--- src/rtl/seq_arith_mul.sv ---
// seq_arith_mul: multi-cycle shift-add unsigned multiplier with valid/ready on both sides.
// Define SEQ_ARITH_MUL_EARLY_EXIT_EN to finish as soon as the remaining multiplier bits are zero.
module seq_arith_mul #(
    parameter int WIDTH = 4,
    parameter int CNT_W = $clog2(WIDTH + 1)
) (
    input  logic               clock,
    input  logic               reset,
    input  logic               in_valid,
    output logic               in_ready,
    input  logic [WIDTH-1:0]   in_a,
    input  logic [WIDTH-1:0]   in_b,
    output logic               out_valid,
    input  logic               out_ready,
    output logic [2*WIDTH-1:0] out_prod,
    output logic               busy
);
    typedef enum logic [1:0] {IDLE, RUN, DONE} state_t;
    state_t             state_q, state_d;
    logic [2*WIDTH-1:0] mcand_q, mcand_d, acc_q, acc_d, prod_q, prod_d, acc_sum;
    logic [WIDTH-1:0]   mplier_q, mplier_d;
    logic [CNT_W-1:0]   cnt_q, cnt_d;
    logic               last;
    assign in_ready  = state_q == IDLE;
    assign out_valid = state_q == DONE;
    assign busy      = state_q != IDLE;
    assign out_prod  = prod_q;
    assign acc_sum   = acc_q + (mplier_q[0] ? mcand_q : '0);
`ifdef SEQ_ARITH_MUL_EARLY_EXIT_EN
    assign last = cnt_q == CNT_W'(WIDTH - 1) || (mplier_q >> 1) == '0;
`else
    assign last = cnt_q == CNT_W'(WIDTH - 1);
`endif
    always_comb begin
        state_d  = state_q;
        mcand_d  = mcand_q;
        mplier_d = mplier_q;
        acc_d    = acc_q;
        cnt_d    = cnt_q;
        prod_d   = prod_q;
        unique case (state_q)
            IDLE: if (in_valid) begin
                mcand_d  = {{WIDTH{1'b0}}, in_a};
                mplier_d = in_b;
                acc_d    = '0;
                cnt_d    = '0;
                state_d  = RUN;
            end
            RUN: begin
                acc_d    = acc_sum;
                mcand_d  = mcand_q << 1;
                mplier_d = mplier_q >> 1;
                cnt_d    = cnt_q + 1'b1;
                prod_d   = last ? acc_sum : prod_q;
                state_d  = last ? DONE : RUN;
            end
            DONE:    state_d = out_ready ? IDLE : DONE;
            default: state_d = IDLE;
        endcase
    end
    always_ff @(posedge clock) begin
        if (reset) begin
            state_q  <= IDLE;
            mcand_q  <= '0;
            mplier_q <= '0;
            acc_q    <= '0;
            cnt_q    <= '0;
            prod_q   <= '0;
        end else begin
            state_q  <= state_d;
            mcand_q  <= mcand_d;
            mplier_q <= mplier_d;
            acc_q    <= acc_d;
            cnt_q    <= cnt_d;
            prod_q   <= prod_d;
        end
    end
endmodule

--- config.mk ---
export PLATFORM = sky130hd
export DESIGN_NAME = seq_arith_mul
export DESIGN_NICKNAME = d
export VERILOG_FILES = /design/src/rtl/seq_arith_mul.sv
export SDC_FILE = /design/constraint.sdc
export NUM_CORES = 1
export LEC_CHECK = 0
export BUFFER_PORTS_ARGS = -buffer_cell sky130_fd_sc_hd__buf_2
export CORE_MARGIN = 4
export CORE_UTILIZATION = 50
export CTS_CLUSTER_DIAMETER = 40
export CTS_CLUSTER_SIZE = 40
export DETAILED_ROUTE_END_ITERATION = 7
export PLACE_DENSITY = 0.72
export SYNTH_ARGS = -nofsm -noshare
export SYNTH_HDL_FRONTEND = slang
export SYNTH_SLANG_ARGS = --single-unit
--- constraint.sdc ---
create_clock -name clock -period 4.54 [get_ports clock]
set_input_delay 0.227 -clock clock [delete_from_list [all_inputs] [get_ports clock]]
set_output_delay 0.227 -clock clock [all_outputs]
set_load 0.02 [all_outputs]
# ---- Yosys cells after proc, flatten, opt, wreduce, memory -nomap -nowiden
# Index checks and enable logic that the tools add are counted.
dict set report op_classes {
  n_mux 13
  n_eq_ne 4
  n_reduce_logical 5
  addsub 2
}
# operator count
set op_table {}
lappend op_table {{$pmux 8 s2} 2}
lappend op_table {{$mux 8} 3}
lappend op_table {{$add 8x8->8} 1}
lappend op_table {{$pmux 4 s2} 1}
lappend op_table {{$mux 2} 3}
lappend op_table {{$pmux 2 s3} 1}
lappend op_table {{$pmux 3 s2} 1}
lappend op_table {{$mux 4} 1}
lappend op_table {{$reduce_and 2->1} 2}
lappend op_table {{$reduce_bool 2->1} 2}
lappend op_table {{$add 3x1->3 const B} 1}
lappend op_table {{$eq 3x2->1 const B} 1}
lappend op_table {{$mux 3} 1}
lappend op_table {{$eq 2x1->1 const B} 1}
lappend op_table {{$eq 2x2->1 const B} 1}
lappend op_table {{$logic_not 2->1} 1}
lappend op_table {{$ne 2x2->1 const B} 1}
dict set report totals {
  input_bits 12
  register_bits 33
  out_inout_bits 11
  wordCells 30
}

# ---- Logic depth before layout (Yosys ltp)
# Gate-level depths: netlist of the first run.
dict set report logic_depth {
  ltp_word 3
  ltp_mapped 7
  mapped_depth_nobuf 7
}

# ---- Worst setup path after synthesis of the first run
# Ideal clock, no wire load.
dict set report synth_path {
  path_type {register to register}
  from {reg mplier_q[0]}
  to {reg acc_q[6]}
  t_arrival_ns 1.970
  required_ns 4.453
  setup_ns 0.087
  slack_ns 2.483
  stages_incl_launch_ff 8
  n_path_buf 0
  period_less_slack_ns 2.057
  cell_sequence {dfxtp_1 and2_1 ha_1 fa_1 a211o_1 a2111oi_2 nor3b_1 o31ai_1}
}
dict set report synth_between {
  elab_chain_len 3
}
# element line_no
set synth_rtl {}
lappend synth_rtl {{start: declaration} 21} ;# logic [WIDTH-1:0] mplier_q, mplier_d;
lappend synth_rtl {{start signal: assignment} 72} ;# mplier_q <= mplier_d;
lappend synth_rtl {{$mux 8} 28} ;# assign acc_sum = acc_q + (mplier_q[0] ? mcand_q : '0);
lappend synth_rtl {{$add 8x8->8} 28}
lappend synth_rtl {{$pmux 8 s2} 41} ;# unique case (state_q)
lappend synth_rtl {{end signal: assignment} 66} ;# acc_q <= '0;
lappend synth_rtl {{end signal: assignment} 73} ;# acc_q <= acc_d;
lappend synth_rtl {{end: declaration} 20} ;# logic [2*WIDTH-1:0] mcand_q, mcand_d, acc_q, acc_d, prod_q, prod_d, acc_sum;
# No other way between the ends.
# A chain may end at the register's enable or synchronous reset.

# ---- Final worst setup path of the first run
# Same ends and word-level chain as after synthesis.

==> qor.txt, run 1 <==
Diode count - 0
Fill cells - 342
RSZ-0062 raised after global routing - no
Total Routing Usage GR - 17.8%
Max Clk Rate - 0.453 GHz
Starting DRC count in detailed routing - 45
Post-synth design cell area - 0.00172 mm²
I/O Buffers - 22
Placeable core region - 0.00334 mm²
Post-Synthesis Net Count - 234
Number of nets in the layout - 249
Cell count after synthesis - 212
Clock sinks - 33
Maximum fanout count along the critical path - 9
Cell Rows - 21
Min cycle time layout - 2210 ps
Commonest cells after routing, fill and taps aside - sky130_fd_sc_hd__nor2_1 (36), sky130_fd_sc_hd__dfxtp_1 (33), sky130_fd_sc_hd__buf_2 (22), sky130_fd_sc_hd__a21oi_1 (19), sky130_fd_sc_hd__nand2_1 (15)
Data required, critical path - 4790 ps
Congestion Overflow GR - 0
Wire length of the first global-routing pass - 5980 µm
Fin worst setup slack - 2330 ps
Critical path capture point type - register
Category of the most critical setup path - reg -> reg
Warnings, synthesis - 0
Area growth from synthesis to layout - 9.54%
Commonest non-fill, non-tap cell in the layout - sky130_fd_sc_hd__nor2_1
Fraction of layout cells with a size suffix above 1 - 14.5%
DPL Wire Length - 2340 µm
Total die area - 0.00444 mm²
Post-route antenna net violation count - 0
Cell taking the most area after synthesis - sky130_fd_sc_hd__dfxtp_1
Worst slew margin relative to its limit - 49.3%
PD cells - 276 mW/mm²
Number of buffers created by CTS - 5
TritonCTS clock tree - built
Maximum capacitance violations - 0
WHS - 142 ps
Final non-filler cell total - 274
Die Ht - 66.6 µm
I/O pin count - 23
Die X - 66.6 µm
Worst Setup Start Kind - register
Maximum clock skew at final layout - 7.31 ps
H-tree Lvls - 2
GPL Wtd Cong - 0.826
Post-CTS repair timing setup buffer count - 0
Number of cells traversed by the worst register-to-register path - 7
Final count of negative-setup-slack endpoints - 0
Via density per instance - 5.39
Setup crit end - acc_q[6]$_SDFFE_PP0P_
Peak ir drop on the vdd network - 183 µV
Number of instances in the placed design - 266
Effective utilization at floorplan - 51.5%
Maximum number of pins on one net before global-route repair - 40
Total of hold buffers inserted after clock tree synthesis - 0
Initial antenna violation count - 0
Final max-slew violation count - 0
Tcrit/Tclk final - 48.7%
Worst EP arrival - 2460 ps
Detailed-route via count - 1,477
Flip-flop and latch count after synthesis - 33
Number of global-route vias before repair - 1,310
Cells taking the most area after synthesis - sky130_fd_sc_hd__dfxtp_1 (38%), sky130_fd_sc_hd__nor2_1 (7.9%), sky130_fd_sc_hd__ha_1 (6.6%), sky130_fd_sc_hd__a21oi_1 (5.5%), sky130_fd_sc_hd__a22oi_1 (3.5%)
Worst min-delay path category - in -> reg
DRC violations left - 0
Clock-pin slew of the registers on the worst-case setup and hold paths - 110 ps
Buffers from clock root to sink, at most - 2
Post-synthesis area per instance - 8.10 µm²
Place WS - 2340 ps
Number of detailed-routing iterations run before antenna repair - 4
Root buffer selected by CTS - sky130_fd_sc_hd__clkbuf_4
Worst reg2reg startpoint - mplier_q[0]$_SDFFE_PP0P_
Result of the run - completed
Routed len/inst - 12.4 µm
Critical register-to-register path endpoint - acc_q[6]$_SDFFE_PP0P_
Post-CTS resize count - 0
Area share of the leading cell type in the synthesized netlist - 38.5%
Portion of the post-synthesis area used by sequential elements - 38.5%
Flop2flop setup slack - 2330 ps
Number of different library cells in the post-synthesis netlist - 37
Clock insertion delay at the later pin of the skew report - 340 ps
Count of endpoints failing hold in the final timing report - 0
Aggregate routed wire length - 3400 µm
Pleak - 0.805 nW
Crit path from - mplier_q[0]$_SDFFE_PP0P_
Total negative slack - 0 ps
Transition at the pin with the smallest max-transition slack - 759 ps
==> routing by layer <==
layer	track usage, %	vias up	part of all wire, %
met1	24.2	657	49
met3	5.06	5	6.4
met2	26.4	41	44
met4	6.85	0	0.76
met5	0	-	0
li1	-	774	-
==> power breakdown <==
| group | total [mW] | internal, mW | leakage (nW) | switching [mW] |
|---|---|---|---|---|
| clock network | 0.163 | 0.0583 | 0.0310 | 0.104 |
| registers | 0.306 | 0.298 | 0.268 | 0.00860 |
| logic | 0.0511 | 0.0202 | 0.505 | 0.0309 |
==> state kept, by name (all words and copies together) (netlist names) <==
signal,flops
acc_q,8
mcand_q,8
out_prod,8
mplier_q,4
cnt_q,3
state_q,2
==> worst min-delay path by stage <==
stage	from	to	slack (ps)	cells past startpoint
2_1_floorplan	in_b[2]	mplier_q[2]$_SDFFE_PP0P_	390	2
3_3_place_gp	out_prod[3]$_SDFFE_PP0P_	out_prod[3]$_SDFFE_PP0P_	440	2
3_5_place_dp	out_prod[2]$_SDFFE_PP0P_	out_prod[2]$_SDFFE_PP0P_	440	2
4_1_cts	in_b[2]	mplier_q[2]$_SDFFE_PP0P_	130	3
5_1_grt	out_ready	state_q[1]$_SDFFE_PP0P_	140	3
6_report	in_b[2]	mplier_q[2]$_SDFFE_PP0P_	140	3
==> synthesized netlist by cell type <==
cell type,number
sky130_fd_sc_hd__nand2_1,15
sky130_fd_sc_hd__o211ai_1,1
sky130_fd_sc_hd__a21boi_0,1
sky130_fd_sc_hd__buf_2,4
sky130_fd_sc_hd__a21o_1,2
sky130_fd_sc_hd__and3b_1,1
sky130_fd_sc_hd__a311oi_1,2
sky130_fd_sc_hd__inv_1,3
sky130_fd_sc_hd__o21a_1,1
sky130_fd_sc_hd__dfxtp_1,33
sky130_fd_sc_hd__clkbuf_2,1
sky130_fd_sc_hd__a22oi_1,8
sky130_fd_sc_hd__ha_1,9
sky130_fd_sc_hd__a21oi_1,19
sky130_fd_sc_hd__nand3b_1,7
sky130_fd_sc_hd__xor2_1,2
sky130_fd_sc_hd__o21ai_0,4
sky130_fd_sc_hd__nand3_1,5
sky130_fd_sc_hd__and2_1,8
sky130_fd_sc_hd__a21oi_2,1
sky130_fd_sc_hd__nor2_1,36
sky130_fd_sc_hd__a211o_1,2
sky130_fd_sc_hd__or4_1,2
sky130_fd_sc_hd__o31ai_1,2
sky130_fd_sc_hd__or2_2,1
sky130_fd_sc_hd__or3_1,3
sky130_fd_sc_hd__fa_1,1
sky130_fd_sc_hd__o311ai_0,1
sky130_fd_sc_hd__nor2b_1,8
sky130_fd_sc_hd__a2111oi_2,1
sky130_fd_sc_hd__a32oi_1,2
sky130_fd_sc_hd__nand2b_1,5
sky130_fd_sc_hd__clkbuf_1,9
sky130_fd_sc_hd__a221o_1,1
sky130_fd_sc_hd__nor3_1,7
sky130_fd_sc_hd__nor3b_1,2
sky130_fd_sc_hd__a211oi_1,2
==> logic make-up after synthesis <==
family                   share of synthesized area, %
adder cells (fa/ha/maj)                          7.72
AO/OA/AOI/OAI                                    19.7
buffers and inverters                            4.08
AND/OR/NAND/NOR                                  29.1
XOR/XNOR                                         1.02
flip-flops                                       38.5
==> worst max-delay path: stages, from the launching register on <==
cell and delay, ps:
sky130_fd_sc_hd__dfxtp_1 370, sky130_fd_sc_hd__and2_1 160, sky130_fd_sc_hd__ha_1 200, sky130_fd_sc_hd__fa_1 430, sky130_fd_sc_hd__a211o_1 320, sky130_fd_sc_hd__a2111oi_2 300, sky130_fd_sc_hd__nor3b_1 110, sky130_fd_sc_hd__o31ai_1 220
==> per-stage QoR <==
step                      power (mW)  area [µm²]  util [%]
after floorplan                0.351        1720         -
after global placement         0.364        1830      54.7
after detailed placement       0.364        1830      54.7
after CTS                      0.527        1880      56.4
after global routing           0.548        1880      56.4
final                          0.520        1880      56.4
==> cell type report <==
class,count,area (µm²),area share [%]
inverters,3,11.3,0.598
repair buffers,22,110,5.85
multi-input cells,162,987,52.5
clock inverters,3,17.5,0.931
well taps,46,57.6,3.06
clock buffers,5,37.5,1.99
flip-flops and latches,33,661,35.1
(Power assumes the default switching activity.)
==> inputs of run 2 (changes only) <==
- PLACE_DENSITY: 0.72 -> 0.74
- clock period: 4.54 -> 2 ns (I/O delays scaled with it)
==> run 2 against run 1 <==
  * First-iteration DRC count up 140%
  * Cell area up 8.4%
  * Via count up 1.6%
  * Combinational power rose to 2.7 times the previous value
  * Maximum frequency up 11%
  * Total power up 150%
  * Cell count up 3.3%
  * Sequential power up 130%
  * Critical path depth unchanged
  * Critical path type unchanged
  * Highest routed layer unchanged
==> qor.txt, run 2 (synthesis gave the netlist of run 1 again) <==
Transition at the pin with the smallest max-transition slack - 665 ps
Wire length of the first global-routing pass - 5980 µm
Count of endpoints failing hold in the final timing report - 0
Clock-pin slew of the registers on the worst-case setup and hold paths - 100 ps
Placeable core region - 0.00334 mm²
Effective utilization at floorplan - 51.5%
Tcrit/Tclk final - 99.8%
Switching pwr - 314 µW
I/O Buffers - 22
Initial antenna violation count - 0
Maximum capacitance violations - 0
H-tree Lvls - 2
Worst Setup Start Kind - register
Max Clk Rate - 0.501 GHz
Number of global-route vias before repair - 1,345
Worst slew margin relative to its limit - 55.7%
Cell-internal power - 986 µW
Clock sinks - 33
Maximum number of pins on one net before global-route repair - 40
Cell Area, Placed - 0.00189 mm²
Share of power burned in the clock network - 36.4%
Combinational group share of total power - 10.4%
Final Power - 1.30 mW
Commonest non-fill, non-tap cell in the layout - sky130_fd_sc_hd__nor2_1
TritonCTS clock tree - built
Fill cells - 313
GPL Wtd Cong - 0.822
Clock insertion delay at the later pin of the skew report - 330 ps
Commonest cells after routing, fill and taps aside - sky130_fd_sc_hd__nor2_1 (36), sky130_fd_sc_hd__dfxtp_1 (31), sky130_fd_sc_hd__buf_2 (22), sky130_fd_sc_hd__a21oi_1 (18), sky130_fd_sc_hd__nand2_1 (15)
Total die area - 0.00444 mm²
Switching Fraction - 24.1%
I/O pin count - 23
DRC violations left - 0
Finished layout cell area - 0.00204 mm²
Worst min-delay path category - in -> reg
Final count of negative-setup-slack endpoints - 0
Root buffer selected by CTS - sky130_fd_sc_hd__clkbuf_4
Total Routing Usage GR - 17.5%
Aggregate routed wire length - 3610 µm
Critical path capture point type - register
RSZ-0062 raised after global routing - yes
Category of the most critical setup path - reg -> reg
Post-route antenna net violation count - 0
Result of the run - completed
Routed len/inst - 12.7 µm
Total negative slack - 0 ps
PD cells - 637 mW/mm²
Data required, critical path - 2250 ps
Detailed-route via count - 1,501
Fraction of layout cells with a size suffix above 1 - 22.4%
Maximum fanout count along the critical path - 2
Peak ir drop on the vdd network - 367 µV
Power share of the sequential group - 53.2%
WHS - 20.0 ps
Congestion Overflow GR - 0
Number of detailed-routing iterations run before antenna repair - 5
Number of nets in the layout - 259
Final max-slew violation count - 0
Number of buffers created by CTS - 5
Min cycle time layout - 2000 ps
DPL Wire Length - 2440 µm
Maximum clock skew at final layout - 4.57 ps
Die X - 66.6 µm
Place WS - -65.5 ps
Worst EP arrival - 2240 ps
Fin worst setup slack - 3.42 ps
Pleak - 0.863 nW
Buffers from clock root to sink, at most - 2
Cell Rows - 21
Starting DRC count in detailed routing - 107
Area growth from synthesis to layout - 18.7%
Diode count - 0
Die Ht - 66.6 µm
Via density per instance - 5.30
run 2: cell types whose count changed in the layout (fill, tap and decap cells not counted), sizes merged:
| cell | delta |
|---|---|
| clkinvlp | -1 |
| bufinv | +1 |
| buf | +10 |
| clkinv | -1 |
run 2: metrics by stage:
step | std cells | utilization (%)
after floorplan | 212 | -
after global placement | 274 | 56.6
after detailed placement | 274 | 56.6
after CTS | 282 | 60.0
after global routing | 283 | 61.1
final | 283 | 61.1
run 2: metal layers:
metal  share of wire, %  vias to the layer above  global-route usage (%)
li1                   -                      792                       -
met1                 49                      670                    23.9
met2                 45                       32                    26.7
met3                4.8                        7                    4.38
met4                1.5                        0                    6.09
met5                  0                        -                       0
run 2: cell type report:
class | instances | area, µm² | area share [%]
multi-input combinational | 162 | 1050 | 51.5
sequential | 33 | 663 | 32.5
timing repair buffer | 32 | 185 | 9.08
tap | 46 | 57.6 | 2.82
clock buffer | 5 | 37.5 | 1.84
clock inverter | 2 | 35.0 | 1.72
inverter | 3 | 11.3 | 0.552
run 2: what timing repair did:
item                       CTS  global route
hold buffers                 0             0
setup endpoints to repair    3             5
gates resized for setup      7             7
buffers inserted             1             1
pin swaps                    3             2
run 2: critical path: stages (launching register included):
cell,delay (ps)
sky130_fd_sc_hd__dfxtp_2,330
sky130_fd_sc_hd__and2_4,150
sky130_fd_sc_hd__ha_4,150
sky130_fd_sc_hd__fa_2,330
sky130_fd_sc_hd__a211o_1,340
sky130_fd_sc_hd__a2111oi_4,310
sky130_fd_sc_hd__nor3b_2,90
sky130_fd_sc_hd__o31ai_1,200
run 2: final timing paths:
path | end | cells past startpoint | slack [ps] | startpoint
setup / recovery | acc_q[6]$_SDFFE_PP0P_ | 7 | 3 | mcand_q[0]$_SDFFE_PP0P_
hold / removal | state_q[1]$_SDFFE_PP0P_ | 3 | 20 | out_ready
setup reg to reg | acc_q[6]$_SDFFE_PP0P_ | 7 | 3 | mcand_q[0]$_SDFFE_PP0P_
hold reg to reg | out_prod[1]$_SDFFE_PP0P_ | 2 | 450 | out_prod[1]$_SDFFE_PP0P_
run 2: power by group through the flow:
stage,clock [mW],sequential [mW],combinational (mW)
6_report,0.473,0.691,0.136
5_1_grt,0.505,0.694,0.155
4_1_cts,0.483,0.691,0.134
3_5_place_dp,0,0.705,0.132
3_3_place_gp,0,0.705,0.131
2_1_floorplan,0,0.701,0.0970
==> inputs of run 3 (changes only) <==
- ABC_AREA: default -> 1
- PLACE_DENSITY: 0.74 -> 0.75
- REMOVE_ABC_BUFFERS: default -> 1
==> run 3 against run 2 <==
  * Cell count rose by 9.2%
  * Count of clock-buffer cells in the layout rose by 2
  * Routed wire length fell by 11%
  * Synthesized area fell by 0.44%
  * First-iteration DRC count fell by 43%
  * Setup slack improved by 250 ps
  * Critical path type unchanged
  * Highest routed layer unchanged
==> qor.txt, run 3 <==
Flip-flop and latch count after synthesis - 33
Diode count - 0
Post-synth design cell area - 0.00171 mm²
Root buffer selected by CTS - sky130_fd_sc_hd__clkbuf_4
Maximum fanout count along the critical path - 9
Congestion Overflow GR - 0
Clock-pin slew of the registers on the worst-case setup and hold paths - 90 ps
H-tree Lvls - 2
Warnings, synthesis - 0
Via density per instance - 4.75
Most used DFF post-synth - sky130_fd_sc_hd__dfxtp_1
Worst EP arrival - 1990 ps
Final Power - 1.17 mW
Maximum capacitance violations - 0
Total negative slack - 0 ps
Finished layout cell area - 0.00189 mm²
Min cycle time layout - 1750 ps
Number of synthesized flops with an enable pin - 0
Global Route met1 Usage - 20.3%
RSZ-0062 raised after global routing - no
Transition at the pin with the smallest max-transition slack - 554 ps
Number of different library cells in the post-synthesis netlist - 24
Fraction of layout cells with a size suffix above 1 - 15.8%
Count of endpoints failing hold in the final timing report - 0
Result of the run - completed
Cell family with the largest share of critical-path delay - simple AND/OR/NAND/NOR gates
Number of buffers created by CTS - 5
TritonCTS clock tree - built
Worst Setup Start Kind - register
Most used standard cells in the synthesized netlist - sky130_fd_sc_hd__nand2_1 (74), sky130_fd_sc_hd__a21oi_1 (37), sky130_fd_sc_hd__dfxtp_1 (33)
Critical path capture point type - register
Cell-internal power - 877 µW
Number of nets in the layout - 287
Post-route antenna net violation count - 0
Category of the most critical setup path - reg -> reg
Fin worst setup slack - 253 ps
Commonest cells after routing, fill and taps aside - sky130_fd_sc_hd__nand2_1 (74), sky130_fd_sc_hd__a21oi_1 (37), sky130_fd_sc_hd__dfxtp_1 (33), sky130_fd_sc_hd__inv_1 (26), sky130_fd_sc_hd__buf_2 (22)
Post-Route Utilization - 60.1%
Area growth from synthesis to layout - 10.8%
Aggregate routed wire length - 3190 µm
Area share of the leading cell type in the synthesized netlist - 38.6%
Max Clk Rate - 0.572 GHz
Buffers from clock root to sink, at most - 2
Worst min-delay path category - in -> reg
Cell taking the most area after synthesis - sky130_fd_sc_hd__dfxtp_1
Detailed-route via count - 1,467
Maximum number of pins on one net before global-route repair - 32
Switching Fraction - 25.1%
I/O Buffers - 22
Fill cells - 326
Routing layer with the top usage in global route - met2
Post-CTS repair timing setup buffer count - 0
Cells taking the most area after synthesis - sky130_fd_sc_hd__dfxtp_1 (39%), sky130_fd_sc_hd__nand2_1 (16%), sky130_fd_sc_hd__a21oi_1 (11%), sky130_fd_sc_hd__ha_1 (6.6%), sky130_fd_sc_hd__inv_1 (5.7%)
DRC violations left - 0
Starting DRC count in detailed routing - 61
I/O pin count - 23
Commonest non-fill, non-tap cell in the layout - sky130_fd_sc_hd__nand2_1
Maximum single-stage delay on the critical path - 490 ps
Final count of negative-setup-slack endpoints - 0
Data required, critical path - 2240 ps
Share of synthesized flip-flops with an asynchronous set or reset - 0%
Power share of the sequential group - 59.0%
Cell Area, Placed - 0.00183 mm²
Die X - 66.5 µm
Routing usage on met3 - 6.75%
Routed len/inst - 10.3 µm
Maximum clock skew at final layout - 6.44 ps
Slowest stage cell, crit path - sky130_fd_sc_hd__dfxtp_1
Top-count cell post-synth - sky130_fd_sc_hd__nand2_1
Total die area - 0.00442 mm²
PD cells - 618 mW/mm²
Post-synthesis area per instance - 7.07 µm²
GPL Wtd Cong - 0.870
Die Ht - 66.5 µm
Cell repeated most along the worst path - sky130_fd_sc_hd__nand2_1
Peak ir drop on the vdd network - 503 µV
DPL Wire Length - 2300 µm
Place WS - 262 ps
Cell Rows - 20
Met2 global-route usage - 26.8%
Pleak - 0.938 nW
Switching pwr - 293 µW
Portion of the post-synthesis area used by sequential elements - 38.6%
Initial antenna violation count - 0
Tcrit/Tclk final - 87.4%
Placeable core region - 0.00315 mm²
Effective utilization at floorplan - 54.2%
Cell count after synthesis - 242
Buffers and inverters on the worst path - 2
Number of global-route vias before repair - 1,365
Clock sinks - 33
Worst slew margin relative to its limit - 63.0%
Clock insertion delay at the later pin of the skew report - 340 ps
Number of detailed-routing iterations run before antenna repair - 4
Cell-by-cell trace of the critical path - nand2_1, inv_1, ha_1, or2_2, nand3_1, nand3_1, nand2_1, nand2_1, nand2_1, inv_1
Wire length of the first global-routing pass - 5710 µm
Final max-slew violation count - 0
Share of power burned in the clock network - 31.9%
Combinational group share of total power - 9.1%
Total Routing Usage GR - 17.1%
-- run 3: cell types whose count changed after synthesis, moves of 6 or more --
cell,before,now
sky130_fd_sc_hd__and2_1,8,0
sky130_fd_sc_hd__nand3_1,5,16
sky130_fd_sc_hd__nor2b_1,8,0
sky130_fd_sc_hd__nor3_1,7,0
sky130_fd_sc_hd__nor2_1,36,18
sky130_fd_sc_hd__a22oi_1,8,0
sky130_fd_sc_hd__inv_1,3,26
sky130_fd_sc_hd__nand3b_1,7,1
sky130_fd_sc_hd__nand2_1,15,74
sky130_fd_sc_hd__a21oi_1,19,37
sky130_fd_sc_hd__clkbuf_1,9,3
-- run 3: layout make-up --
cell class | count | area (µm²) | area share (%)
multi-input cells | 173 | 887 | 46.8
flip-flops and latches | 33 | 661 | 34.9
repair buffers | 24 | 128 | 6.74
inverters | 28 | 109 | 5.75
clock buffers | 7 | 55.1 | 2.91
well taps | 44 | 55.1 | 2.91
-- run 3: metrics by stage --
step                      hold WS, ps  instances
final                            25.6        309
after global routing             15.5        309
after CTS                        13.8        309
after detailed placement          365        301
after global placement            359        301
after floorplan                   169        234
-- run 3: final timing paths --
path	startpoint	endpoint	slack, ps	cells after the start
hold / removal	in_b[3]	mplier_q[3]$_SDFFE_PP0P_	30	3
setup / recovery	mplier_q[0]$_SDFFE_PP0P_	out_prod[7]$_SDFFE_PP0P_	250	10
hold reg to reg	mcand_q[7]$_SDFFE_PP0P_	mcand_q[7]$_SDFFE_PP0P_	460	2
setup reg to reg	mplier_q[0]$_SDFFE_PP0P_	out_prod[7]$_SDFFE_PP0P_	250	10
-- run 3: metal layers --
layer	part of all wire, %	vias to the layer above
li1	-	813
met1	49	623
met2	44	23
met3	5.3	8
met4	2.4	0
met5	0	-
-- run 3: kinds of logic (layout without fill, tap and decap cells) --
logic type | Yosys count | after routing | synth area share, %
and+or+nand+nor | 119 | 119 | 29.6
AOI/OAI and AO/OA | 42 | 42 | 13.5
buffers and inverters | 36 | 59 | 9.51
DFF | 33 | 33 | 38.6
adders and majority gates | 10 | 10 | 7.75
xor gates and xnor gates | 2 | 2 | 1.02
-- run 3: worst reg2reg max path, cell delays in order (launching register included) --
cell	delay (ps)
sky130_fd_sc_hd__dfxtp_1	490
sky130_fd_sc_hd__nand2_1	90
sky130_fd_sc_hd__inv_1	60
sky130_fd_sc_hd__ha_1	250
sky130_fd_sc_hd__or2_2	320
sky130_fd_sc_hd__nand3_1	120
sky130_fd_sc_hd__nand3_1	100
sky130_fd_sc_hd__nand2_1	80
sky130_fd_sc_hd__nand2_1	40
sky130_fd_sc_hd__nand2_1	50
sky130_fd_sc_hd__inv_1	40
-- run 3: power groups by stage --
stage / Combinational (mW) / Clock (mW) / Sequential, mW
final: 0.107 / 0.373 / 0.690
after global placement: 0.106 / 0 / 0.705
after global routing: 0.123 / 0.415 / 0.693
after floorplan: 0.0664 / 0 / 0.702
after CTS: 0.108 / 0.390 / 0.690
after detailed placement: 0.106 / 0 / 0.705
-- run 3: repair_timing --
item | CTS | global route
endpoints found under the hold margin | 1 | 0
hold buffers | 1 | 0
setup endpoints to repair | 0 | 0
resized for setup | 0 | 0
